==> src/rtl/filter_out_decimator.sv <==
// ---------------------------------------------------------------------------
// filter_out_decimator
//   Averages each block of DEC = 2**LOG2_DEC valid filter samples
//   (accumulate-and-dump). Each block result is rounded half toward +inf,
//   saturated to OUT_W bits and then pushed into a small FIFO. The FIFO
//   drives a valid/ready output handshake.
//
// Ports
//   clk         system clock, rising edge
//   rst         asynchronous active-low reset
//   in_valid    data_in holds a valid sample this cycle
//   data_in     signed DATA_W-bit filter sample
//   out_ready   consumer accepts out_data this cycle
//   clr_ovf     synchronous clear of the sticky overflow flag
//   out_valid   FIFO non-empty (registered)
//   out_data    signed OUT_W-bit sample at FIFO head (registered)
//   fifo_count  number of entries held, 0..2**FIFO_AW (registered)
//   ovf         sticky: a result was dropped on a full FIFO (registered)
// ---------------------------------------------------------------------------
module filter_out_decimator #(
   parameter int unsigned DATA_W   = 17,
   parameter int unsigned LOG2_DEC = 2,
   parameter int unsigned OUT_W    = 16,
   parameter int unsigned FIFO_AW  = 2
) (
   input  logic                     clk,
   input  logic                     rst,
   input  logic                     in_valid,
   input  logic signed [DATA_W-1:0] data_in,
   input  logic                     out_ready,
   input  logic                     clr_ovf,
   output logic                     out_valid,
   output logic signed [OUT_W-1:0]  out_data,
   output logic [FIFO_AW:0]         fifo_count,
   output logic                     ovf
);

   localparam int unsigned DEC    = 1 << LOG2_DEC;
   localparam int unsigned ACC_W  = DATA_W + LOG2_DEC;
   localparam int unsigned SUM_W  = ACC_W + 1;
   localparam int unsigned DEPTH  = 1 << FIFO_AW;
   localparam int unsigned CNT_W  = LOG2_DEC;
   localparam int unsigned FCNT_W = FIFO_AW + 1;

   localparam logic [CNT_W-1:0]         LAST_CNT = CNT_W'(DEC - 1);
   localparam logic [FCNT_W-1:0]        FULL_CNT = FCNT_W'(DEPTH);
   localparam logic [SUM_W-1:0]         HALF     = SUM_W'(DEC / 2);
   localparam logic signed [SUM_W-1:0]  OUT_MAX  =
      {{(SUM_W-OUT_W+1){1'b0}}, {(OUT_W-1){1'b1}}};
   localparam logic signed [SUM_W-1:0]  OUT_MIN  =
      {{(SUM_W-OUT_W+1){1'b1}}, {(OUT_W-1){1'b0}}};

   // State
   logic signed [ACC_W-1:0]  acc_q,       acc_d;
   logic [CNT_W-1:0]         cnt_q,       cnt_d;
   logic [OUT_W-1:0]         mem_q [DEPTH], mem_d [DEPTH];
   logic [FIFO_AW-1:0]       rd_ptr_q,    rd_ptr_d;
   logic [FIFO_AW-1:0]       wr_ptr_q,    wr_ptr_d;
   logic [FCNT_W-1:0]        count_q,     count_d;
   logic                     out_valid_q, out_valid_d;
   logic signed [OUT_W-1:0]  out_data_q,  out_data_d;
   logic                     ovf_q,       ovf_d;

   // Datapath intermediates
   logic signed [SUM_W-1:0]  sum_c;
   logic signed [SUM_W-1:0]  rsum_c;
   logic signed [SUM_W-1:0]  rnd_c;
   logic signed [OUT_W-1:0]  res_c;
   logic                     dump_c;
   logic                     pop_c;
   logic                     push_c;
   logic                     drop_c;

   // Widen the block sum by one bit so that adding the rounding constant
   // cannot overflow. The accumulator holds at most DEC-1 samples, so it
   // cannot overflow ACC_W bits.
   always_comb begin
      sum_c  = {{(SUM_W-ACC_W){acc_q[ACC_W-1]}}, acc_q}
             + {{(SUM_W-DATA_W){data_in[DATA_W-1]}}, data_in};
      rsum_c = sum_c + HALF;
      rnd_c  = rsum_c >>> LOG2_DEC;
      if (rnd_c > OUT_MAX) begin
         res_c = OUT_MAX[OUT_W-1:0];
      end else if (rnd_c < OUT_MIN) begin
         res_c = OUT_MIN[OUT_W-1:0];
      end else begin
         res_c = rnd_c[OUT_W-1:0];
      end
   end

   // Accumulator and block counter
   always_comb begin
      acc_d  = acc_q;
      cnt_d  = cnt_q;
      dump_c = 1'b0;
      if (in_valid) begin
         if (cnt_q == LAST_CNT) begin
            dump_c = 1'b1;
            acc_d  = '0;
            cnt_d  = '0;
         end else begin
            acc_d  = sum_c[ACC_W-1:0];
            cnt_d  = cnt_q + CNT_W'(1);
         end
      end
   end

   // FIFO control. A full FIFO still accepts a push when it pops on the same edge.
   always_comb begin
      pop_c  = out_valid_q && out_ready;
      push_c = dump_c && ((count_q != FULL_CNT) || pop_c);
      drop_c = dump_c && !push_c;

      mem_d    = mem_q;
      rd_ptr_d = rd_ptr_q;
      wr_ptr_d = wr_ptr_q;
      count_d  = count_q;

      if (push_c) begin
         mem_d[wr_ptr_q] = res_c;
         wr_ptr_d        = wr_ptr_q + FIFO_AW'(1);
      end
      if (pop_c) begin
         rd_ptr_d = rd_ptr_q + FIFO_AW'(1);
      end
      if (push_c && !pop_c) begin
         count_d = count_q + FCNT_W'(1);
      end else if (pop_c && !push_c) begin
         count_d = count_q - FCNT_W'(1);
      end
   end

   // Registered output view of the next FIFO head. When the FIFO empties,
   // the last head value is held.
   always_comb begin
      out_valid_d = (count_d != '0);
      out_data_d  = out_data_q;
      if (out_valid_d) begin
         out_data_d = mem_d[rd_ptr_d];
      end
   end

   // Sticky overflow. A drop on the same edge as a clear wins.
   always_comb begin
      ovf_d = ovf_q;
      if (drop_c) begin
         ovf_d = 1'b1;
      end else if (clr_ovf) begin
         ovf_d = 1'b0;
      end
   end

   // State registers
   always_ff @(posedge clk or negedge rst) begin
      if (!rst) begin
         acc_q       <= '0;
         cnt_q       <= '0;
         for (int i = 0; i < int'(DEPTH); i++) begin
            mem_q[i] <= '0;
         end
         rd_ptr_q    <= '0;
         wr_ptr_q    <= '0;
         count_q     <= '0;
         out_valid_q <= 1'b0;
         out_data_q  <= '0;
         ovf_q       <= 1'b0;
      end else begin
         acc_q       <= acc_d;
         cnt_q       <= cnt_d;
         mem_q       <= mem_d;
         rd_ptr_q    <= rd_ptr_d;
         wr_ptr_q    <= wr_ptr_d;
         count_q     <= count_d;
         out_valid_q <= out_valid_d;
         out_data_q  <= out_data_d;
         ovf_q       <= ovf_d;
      end
   end

   assign out_valid  = out_valid_q;
   assign out_data   = out_data_q;
   assign fifo_count = count_q;
   assign ovf        = ovf_q;

endmodule

==> config.mk <==
export PLATFORM = sky130hd
export DESIGN_NAME = filter_out_decimator
export DESIGN_NICKNAME = d
export VERILOG_FILES = /design/src/rtl/filter_out_decimator.sv
export SDC_FILE = /design/constraint.sdc
export NUM_CORES = 1
export LEC_CHECK = 0
export CAP_MARGIN = 0
export CORE_UTILIZATION = 55
export DETAILED_ROUTE_END_ITERATION = 12
export GPL_TIMING_DRIVEN = 1
export PLACE_DENSITY = 0.75
export SLEW_MARGIN = 5
export SYNTH_ARGS = -nofsm -noshare
export SYNTH_HDL_FRONTEND = slang
export SYNTH_SLANG_ARGS = --single-unit
==> constraint.sdc <==
create_clock -name clk -period 8.4 [get_ports clk]
set_clock_uncertainty 0.2 [all_clocks]
set_input_delay 1.68 -clock clk [delete_from_list [all_inputs] [get_ports clk]]
set_output_delay 1.68 -clock clk [all_outputs]
set_load 0.02 [all_outputs]
# Word-level counts from Yosys, hierarchy flattened
# Index checks and enable logic that the tools add are counted.
[totals] reg_bits=110 latch_bits=0 mem_bits_rw=0 mem_bits_ro=0 input_bits=22 out_inout_bits=21 elab_cells=57 memories=0
[op_classes] add_sub_neg=7 mul=0 div=0 n_lt_le_gt_ge=5 n_eq_ne=2 shift=0 muxes=18 n_bitwise=2 reduce_logical=11
[op_table] cell="$mux 16" count=5
[op_table] cell="$bwmux 64" count=1
[op_table] cell="$mux 64" count=1
[op_table] cell="$bmux 16 s2" count=1
[op_table] cell="$demux 16 s2" count=1
[op_table] cell="$add 19x17->20" count=1
[op_table] cell="$add 20x2->20 const B" count=1
[op_table] cell="$mux 19" count=1
[op_table] cell="$gt 18x16->1 const B" count=1
[op_table] cell="$lt 18x16->1 const B" count=1
[op_table] cell="$add 2x1->2 const B" count=3
[op_table] cell="$ge 3x3->1 const B" count=2
[op_table] cell="$logic_and 1x1->1" count=6
[op_table] cell="$mux 3" count=2
[op_table] cell="$not 2->3" count=2
[op_table] cell="$mux 1" count=4
[op_table] cell="$mux 2" count=2
[op_table] cell="$add 3x1->3 const B" count=1
[op_table] cell="$lt 3x1->1 const B" count=1
[op_table] cell="$ne 3x3->1 const B" count=1
[op_table] cell="$reduce_bool 3->1" count=1
[op_table] cell="$sub 3x1->3 const B" count=1
[op_table] cell="$eq 2x2->1 const B" count=1
[op_table] cell="$logic_not 1->1" count=2
[op_table] cell="2 further kinds" count=2

# Depth between registers and ports, before layout
# Gate-level depths: netlist of the first run.
[logic_depth] depth_word=10 depth_mapped=14 mapped_depth_nobuf=13

# Worst setup path after synthesis of the first run
# Ideal clock, no wire load.
[synth_path] kind="input -> register" start="in data_in[0]" end="reg mem_q[0] (netlist bit)" setup_ps=77 t_arrival_ps=4970 slack_ps=3153 stages=14 cell_sequence="ha_1 fa_1 a211oi_2 o21ai_0 a221oi_1 xor2_1 nor4_1 nand4_2 buf_6 o21ai_2 a21oi_2 o221ai_4 o21ai_4 o21ai_1"
[synth_lines] item="from (decl)" line="29" text="input logic signed [DATA_W-1:0] data_in,"
[synth_lines] item="to (signal assigned)" line="170" text="mem_q <= mem_d;"
[synth_lines] item="to (decl)" line="56" text="logic [OUT_W-1:0] mem_q [DEPTH], mem_d [DEPTH];"

# Worst setup path in the final report of the first run
[layout_path] start="in data_in[0]" end="reg out_data_q[0] (netlist: out_data[0])"
[layout_via] elab_chain_cells=10 elab_cells_between_ends=11
[layout_lines] item="$add 19x17->20 (*)" line="79" text="+ {{(SUM_W-DATA_W){data_in[DATA_W-1]}}, data_in};"
[layout_lines] item="$add 20x2->20 (*)" line="80" text="rsum_c = sum_c + HALF;"
[layout_lines] item="$lt 18x16->1" line="84" text="end else if (rnd_c < OUT_MIN) begin"
[layout_lines] item="$mux 16" line="84"
[layout_lines] item="$mux 16 (*)" line="82" text="if (rnd_c > OUT_MAX) begin"
[layout_lines] item="$bwmux 64 (*)" line="120" text="mem_d[wr_ptr_q] = res_c;"
[layout_lines] item="$mux 64 (*)" line="119" text="if (push_c) begin"
[layout_lines] item="$bmux 16 s2 (*)" line="139" text="out_data_d = mem_d[rd_ptr_d];"
[layout_lines] item="$mux 16 (not written as such) (*) (2 in series)" line="139"
[layout_lines] item="to (signal assigned)" line="175" text="out_data_q <= out_data_d;"
[layout_lines] item="to (decl)" line="61" text="logic signed [OUT_W-1:0] out_data_q, out_data_d;"
# Every way passes the cells marked *; elsewhere a longest branch is shown, timed or not. The select of a mux whose other input is x is not followed.
# A chain may end at the register's enable or synchronous reset.

==> reports/metrics.yaml, run 1 <==
run_status:
  run_status: "complete, no violations"
finish:
  layout-drive-gt1-share: 0.0818
  multiInputGateArea_mm2: 0.00375
  final_core_util: 0.631
  register_area_mm2: 0.00275
  final_cell_count_no_fill: 963
  fin_nets: 841
  final.fill_count: 994
  antenna-diode-count: 0
  area_growth_from_synthesis_to_final_layout_pct: 11.8
synthesis:
  avgSynthCellArea_um2: 8.85
  ys_warn_count: 0
  synthesized_cell_area_mm2: 0.00681
  synthFlopType: "dfrtp_1"
  seq_area_frac_synth: 0.404
  synth_top_cells_by_area: "dfrtp_1, nand2_1, ha_1, o21ai_0, nor2_1"
  yosysTopAreaCell: "dfrtp_1"
  synth_cell_types: 72
  synth_async_sr_flop_share: 1.00
  number_of_enable_type_register_cells_in_the_synthesized_netlist: 0
  ys_ff_latch: 110
  post-synth-top-area-fraction: 0.404
  synth.net_count: 820
  synthCells: 769
detailed_routing:
  wl_per_instance_um: 18.5
  drt-initial-drc-count: 538
  drt-total-wl_mm: 17.8
  detail-route-antenna-nets: 0
  dr_total_vias: 5994
  drc_errors: 0
  drt_pass1_iterations: 5
  route.detailed.vias_per_inst: 6.22
grt:
  grt_first_pass_wirelength_mm: 29.3
  grtUsageMet3: 0.0632
  antenna_violations_before_repair: 0
  grt.overflow.total: 0
  via_count_of_the_first_global_routing_pass: 5853
  busiest_layer: "met2"
  grt_use_met1: 0.368
  use_met2: 0.496
  grt_start_max_net_pins: 62
  grt.total_usage: 0.292
clocking:
  cts_post_setup_buffers_inserted: 0
  cts.reportedPaths.clkPinSlew_ns: 0.07
  tritoncts.num_buffers: 9
  ctsHtreeMaxLevel: 3
  cts_tree: "yes"
  cts_hold_repair.buffers: 0
  cts-resized-gates: 0
  cts.root.buffer_cell: "clkbuf_16"
  ctsLongestPathBuffers: 2
  clk_latency_ns: 0.36
  cts_sinks: 110
setup_path:
  register_to_register_setup_slack_ns: 3.52
  worst_ep_arrival_time_ns: 6.34
  critical_path_cell_count: 12
  kind_of_end_point_of_the_critical_path: "register"
  critical_path_required_ns: 8.48
  path_cells: "clkdlybuf4s50_1, ha_1, fa_1, a211oi_2, o21ai_0, a221oi_1, o21ai_1, xnor2_1, nor2_1, o221ai_4, o21ai_4, o21ai_1"
  timing.critical_path.from_type: "input port"
  critical_path_class: "in -> reg"
  path_buf_inv: 1
  setup.worst_path.start: "data_in[0]"
  endpoint: "out_data[0]$_DFFE_PN0P_"
  timing.critical_path.slowest_cell_delay_ns: 0.97
  worst_path_most_repeated_cell: "o21ai_1"
  cp_slowest_cell: "xnor2_1"
  path_delay_family: "compound AO/OA/AOI/OAI gates"
  worst_r2r_endpoint: "out_data[0]$_DFFE_PN0P_"
  number_of_cells_on_the_worst_reg_to_reg_path: 11
  path_max_fanout: 13
  crit-reg2reg-launch: "acc_q[0]$_DFFE_PN0P_"
sta:
  setup_violations: 0
  max_freq_ghz: 0.160
  slew_violations: 0
  max_slew.worst_pin.slew_ns: 1.21
  timing.final.crit_share: 0.745
  rsz_0062_raised_after_global_routing: "no"
  relSlewSlack: 0.186
  timing.final.crit_period_ns: 6.26
  timing.final.hold_violations: 0
  setup-tns-final_ns: 0
floorplanning:
  initial_core_util: 0.565
  chipWidth_um: 113
  die_area_mm2: 0.0128
  floorplan.core_area_mm2: 0.0121
  row_count: 40
  pin_count: 43
  die_span_in_y_um: 113
worst_hold_path:
  holdCritPathClass: "reg -> reg"
place:
  place.port_buffers: 42
  routabilityCongestion: 0.905
  detailedPlacementHpwl_mm: 12.2
  dp.cells: 947
job:
  max_cap_viol_count: 0
[placed cells by master, fill, tap and decap left out, types with 3 or more instances in the layout]
master           netlist  layout
inv_1                 33      33
o21a_1                 3       3
o211ai_1               8       8
mux2_2                 3       3
nor3_1                 6       6
a31oi_1                9       9
nand2_1              100     100
o21ai_0               58      58
a211oi_2               3       3
o22ai_1               44      44
o21ai_4                9       9
dfrtp_1              110     110
nand3_1               13      13
nand4_1                6       6
a21oi_1               29      29
o2111ai_1              3       3
nand3b_1               7       7
clkbuf_16              0       9
o21ai_1               51      51
buf_4                  1      10
and2_1                 9       9
a22oi_1                3       3
o211ai_2               3       3
a211oi_1               4       4
o31ai_1                3       3
xor2_1                13      13
ha_1                  28      28
nor2_1                75      75
and4_1                 3       3
clkdlybuf4s50_1        0      41
a221oi_1               3       3
nor2b_1                3       3
or2_2                  3       3
xnor2_1               21      21
a21o_1                 3       3
a222oi_1              13      13
nand2b_1               5       5
[per-layer routing]
layer | vias to the layer above | wire length [um]
met5 | - | 0
li1 | 2833 | -
met1 | 2915 | 7660
met3 | 37 | 981
met2 | 209 | 8820
met4 | 0 | 380
[synthesized netlist by cell type (6+ instances only)]
cell type and instances:
nor2_1 75, dfrtp_1 110, buf_2 7, xor2_1 13
a222oi_1 13, nor3_1 6, o211ai_1 8, o21ai_1 51
xnor2_1 21, and2_1 9, o22ai_1 44, nand4_1 6
o21ai_0 58, nand3_1 13, a21oi_1 29, clkbuf_1 32
nand3b_1 7, ha_1 28, nand2_1 100, inv_1 33
a31oi_1 9, o21ai_4 9
[worst min-delay path by stage]
stage                              from                   to  slack [ns]  depth (start not counted)
detailed placement  mem_q[29]$_DFF_PN0_  mem_q[29]$_DFF_PN0_        0.27                          2
CTS                 mem_q[29]$_DFF_PN0_  mem_q[29]$_DFF_PN0_        0.29                          2
floorplan           mem_q[17]$_DFF_PN0_  mem_q[17]$_DFF_PN0_        0.24                          2
global route        mem_q[45]$_DFF_PN0_  mem_q[45]$_DFF_PN0_        0.31                          2
global placement     mem_q[9]$_DFF_PN0_   mem_q[9]$_DFF_PN0_        0.26                          2
finish              mem_q[10]$_DFF_PN0_  mem_q[10]$_DFF_PN0_        0.29                          2
[sequential cells by signal, summed over array words and instances (netlist names)]
| signal | count |
|---|---|
| ovf | 1 |
| fifo_count | 3 |
| out_data | 16 |
| acc_q | 19 |
| cnt_q | 2 |
| wr_ptr_q | 2 |
| rd_ptr_q | 2 |
| out_valid | 1 |
| mem_q | 64 |
[kinds of logic after synthesis]
logic type / after synthesis / share of synthesized area
compound gates: 271 / 0.275
xor+xnor: 36 / 0.0485
fa+ha+maj: 30 / 0.0559
buf+inv: 75 / 0.0443
flops: 110 / 0.404
mux: 5 / 0.00790
simple gates: 242 / 0.164
[metrics by stage]
| stage | instance area (um2) | worst slack [ns] | hold slack [ns] |
|---|---|---|---|
| global route | 7610 | 1.79 | 0.309 |
| global placement | 7330 | 1.94 | 0.262 |
| floorplan | 6810 | 3.15 | 0.244 |
| finish | 7610 | 2.14 | 0.285 |
| CTS | 7610 | 2.20 | 0.288 |
| detailed placement | 7330 | 1.82 | 0.271 |
[worst min-delay path, stage by stage, from the launching register on]
cell and delay (ns):
dfrtp_1 0.35, nand2_1 0.04, o21ai_0 0.06
[cell type report]
class | count | area share
multi-input cells | 584 | 0.493
flip-flops and latches | 110 | 0.362
repair buffers | 51 | 0.0638
clock buffers | 11 | 0.0319
well taps | 168 | 0.0276
inverters | 34 | 0.0168
clock inverters | 5 | 0.00510
Power of run 1 is left out: the tool's default activity adds up to more than one toggle a clock period on the data nets, which glitch-free logic cannot reach.
==> inputs of run 2 (changes only) <==
CORE_UTILIZATION = 54   (was 55)
PLACE_DENSITY = 0.77   (was 0.75)
clock period = 5.6 ns   (was 8.4 ns; I/O delays follow)
==> run 2 against run 1 <==
Compared with the run above: sequential cell count unchanged; clock-buffer cell count down 1; worst hold slack worse by 0.0021 ns; sequential share of layout area down 0.73 points; register-to-register slack worse by 2.3 ns; cell area up 2.1%; cell count up 1.7%; critical path depth up 3; die area up 1.8%; utilization up 0.78 points; global-route usage down 0.54 points; via count up 1.1%; critical path type unchanged; critical endpoint is now mem_q[62]$_DFF_PN0_; highest routed layer unchanged.
==> reports/metrics.yaml, run 2 (synthesis results as in run 1) <==
run_status:
  run_status: "complete, no violations"  # unchanged
grt:
  grt_first_pass_wirelength_mm: 29.3  # about the same
  antenna_violations_before_repair: 0  # unchanged
  grt_start_max_net_pins: 78  # was 62
  via_count_of_the_first_global_routing_pass: 5952  # was 5853
  grt.overflow.total: 0  # unchanged
  grt.total_usage: 0.287  # was 0.292
sta:
  relSlewSlack: 0.360  # was 0.186
  max_freq_ghz: 0.194
  setup-tns-final_ns: 0  # unchanged
  timing.final.crit_share: 0.921
  setup_violations: 0  # unchanged
  rsz_0062_raised_after_global_routing: "no"  # unchanged
  hold_ws_ns: 0.283  # was 0.285 ns
  timing.final.crit_period_ns: 5.16
  max_slew.worst_pin.slew_ns: 0.960  # was 1.21 ns
  slew_violations: 0  # unchanged
  timing.final.hold_violations: 0  # unchanged
floorplanning:
  die_area_mm2: 0.0131  # was 0.0128 mm2
  initial_core_util: 0.560  # was 0.565
  pin_count: 43  # unchanged
  floorplan.core_area_mm2: 0.0122  # was 0.0121 mm2
  die_span_in_y_um: 114  # was 113 um
  chipWidth_um: 114  # was 113 um
  row_count: 40  # unchanged
setup_path:
  kind_of_end_point_of_the_critical_path: "register"  # unchanged
  critical_path_required_ns: 5.62  # was 8.48 ns
  setup.worst_path.start: "data_in[0]"  # unchanged
  critical_path_class: "in -> reg"  # unchanged
  path_max_fanout: 12  # was 13
  worst_ep_arrival_time_ns: 5.18  # was 6.34 ns
  timing.critical_path.from_type: "input port"  # unchanged
  crit-reg2reg-launch: "acc_q[0]$_DFFE_PN0P_"  # unchanged
place:
  place.port_buffers: 42  # unchanged
  detailedPlacementHpwl_mm: 12.3  # was 12.2 mm
  routabilityCongestion: 0.901  # was 0.905
clocking:
  cts.root.buffer_cell: "clkbuf_16"  # unchanged
  cts_hold_repair.buffers: 0  # unchanged
  clk_latency_ns: 0.36  # about the same
  cts-resized-gates: 0  # unchanged
  cts_sinks: 110  # unchanged
  ctsHtreeMaxLevel: 3  # unchanged
  cts_tree: "yes"  # unchanged
  cts.reportedPaths.clkPinSlew_ns: 0.07  # about the same
  ctsLongestPathBuffers: 2  # unchanged
  tritoncts.num_buffers: 9  # unchanged
detailed_routing:
  dr_total_vias: 6058  # was 5994
  drt-total-wl_mm: 17.7  # was 17.8 mm
  route.detailed.vias_per_inst: 6.19  # was 6.22
  detail-route-antenna-nets: 0  # unchanged
  wl_per_instance_um: 18.1  # was 18.5 um
  drc_errors: 0  # unchanged
  drt_pass1_iterations: 5  # unchanged
  drt-initial-drc-count: 586  # was 538
finish:
  layout-drive-gt1-share: 0.102  # was 0.0818
  final.fill_count: 1014  # was 994
  most_common_cell_after_layout_fill_and_taps_aside: "dfrtp_1"  # unchanged
  top_register: "mem_q"  # unchanged
  largest_register_ffs: 64  # unchanged
  antenna-diode-count: 0  # unchanged
  layout_common_cells: "dfrtp_1, nand2_1, nor2_1"  # unchanged
  fin_nets: 858  # was 841
  area_growth_from_synthesis_to_final_layout_pct: 14.1  # was 11.8%
worst_hold_path:
  min_from: "mem_q[29]$_DFF_PN0_"  # was mem_q[10]$_DFF_PN0_
  holdCritPathClass: "reg -> reg"  # unchanged
job:
  max_cap_viol_count: 0  # unchanged
[run 2: cell types whose count changed in the layout (fill, tap and decap cells not counted)]
cell / before / now
a31oi_1: 9 / 7
a31oi_2: 0 / 2
buf_12: 0 / 1
buf_4: 10 / 26
bufinv_16: 0 / 1
clkbuf_8: 1 / 0
inv_8: 1 / 0
[run 2: final cells by class]
class | instances | area [um2] | share of cell area
Clock buffer | 10 | 229 | 0.0295
Inverter | 34 | 128 | 0.0164
Clock inverter | 5 | 57.6 | 0.00741
Multi-Input combinational cell | 584 | 3770 | 0.485
Timing Repair Buffer | 68 | 626 | 0.0805
Sequential cell | 110 | 2750 | 0.354
Tap cell | 168 | 210 | 0.0271
[run 2: path summary, 6_finish.rpt]
check,end,slack [ns],depth (start not counted)
max,mem_q[62]$_DFF_PN0_,0.44,15
min,mem_q[29]$_DFF_PN0_,0.28,2
max reg2reg,mem_q[62]$_DFF_PN0_,1.25,14
min reg2reg,mem_q[29]$_DFF_PN0_,0.28,2
max in group asynchronous,acc_q[10]$_DFFE_PN0P_,3.50,2
min in group asynchronous,mem_q[48]$_DFF_PN0_,0.68,1
[run 2: worst max-delay path, stage by stage]
cell             delay (ns)
clkdlybuf4s50_1        0.40
ha_1                   0.25
fa_1                   0.45
a211oi_2               0.36
o21ai_0                0.16
a221oi_1               0.43
xor2_1                 0.17
nor4_1                 0.35
nand4_2                0.41
a211o_1                0.39
nand2_1                0.11
o21ai_4                0.08
buf_12                 0.16
o21ai_4                0.20
o21ai_1                0.10
[run 2: layer usage]
layer / wire [um] / GRT usage / up-vias
met5: 0 / 0 / -
met3: 935 / 0.0386 / 41
met4: 532 / 0.130 / 0
li1: - / - / 2874
met1: 7320 / 0.346 / 2928
met2: 8940 / 0.509 / 215
[run 2: what timing repair did]
item	4_1_cts	5_1_grt
hold endpoints to repair	0	0
setup buffers	0	2
setup endpoints to repair	0	29
[run 2: through the flow]
step	utilization	setup slack, ns	instance area (um2)	cells
floorplan	-	0.913	6810	769
global placement	0.613	0.0836	7460	962
detailed placement	0.613	-0.0480	7460	962
CTS	0.637	0.288	7740	977
global route	0.639	0.0797	7770	979
finish	0.639	0.443	7770	979
Power of run 2 is left out for the same reason.
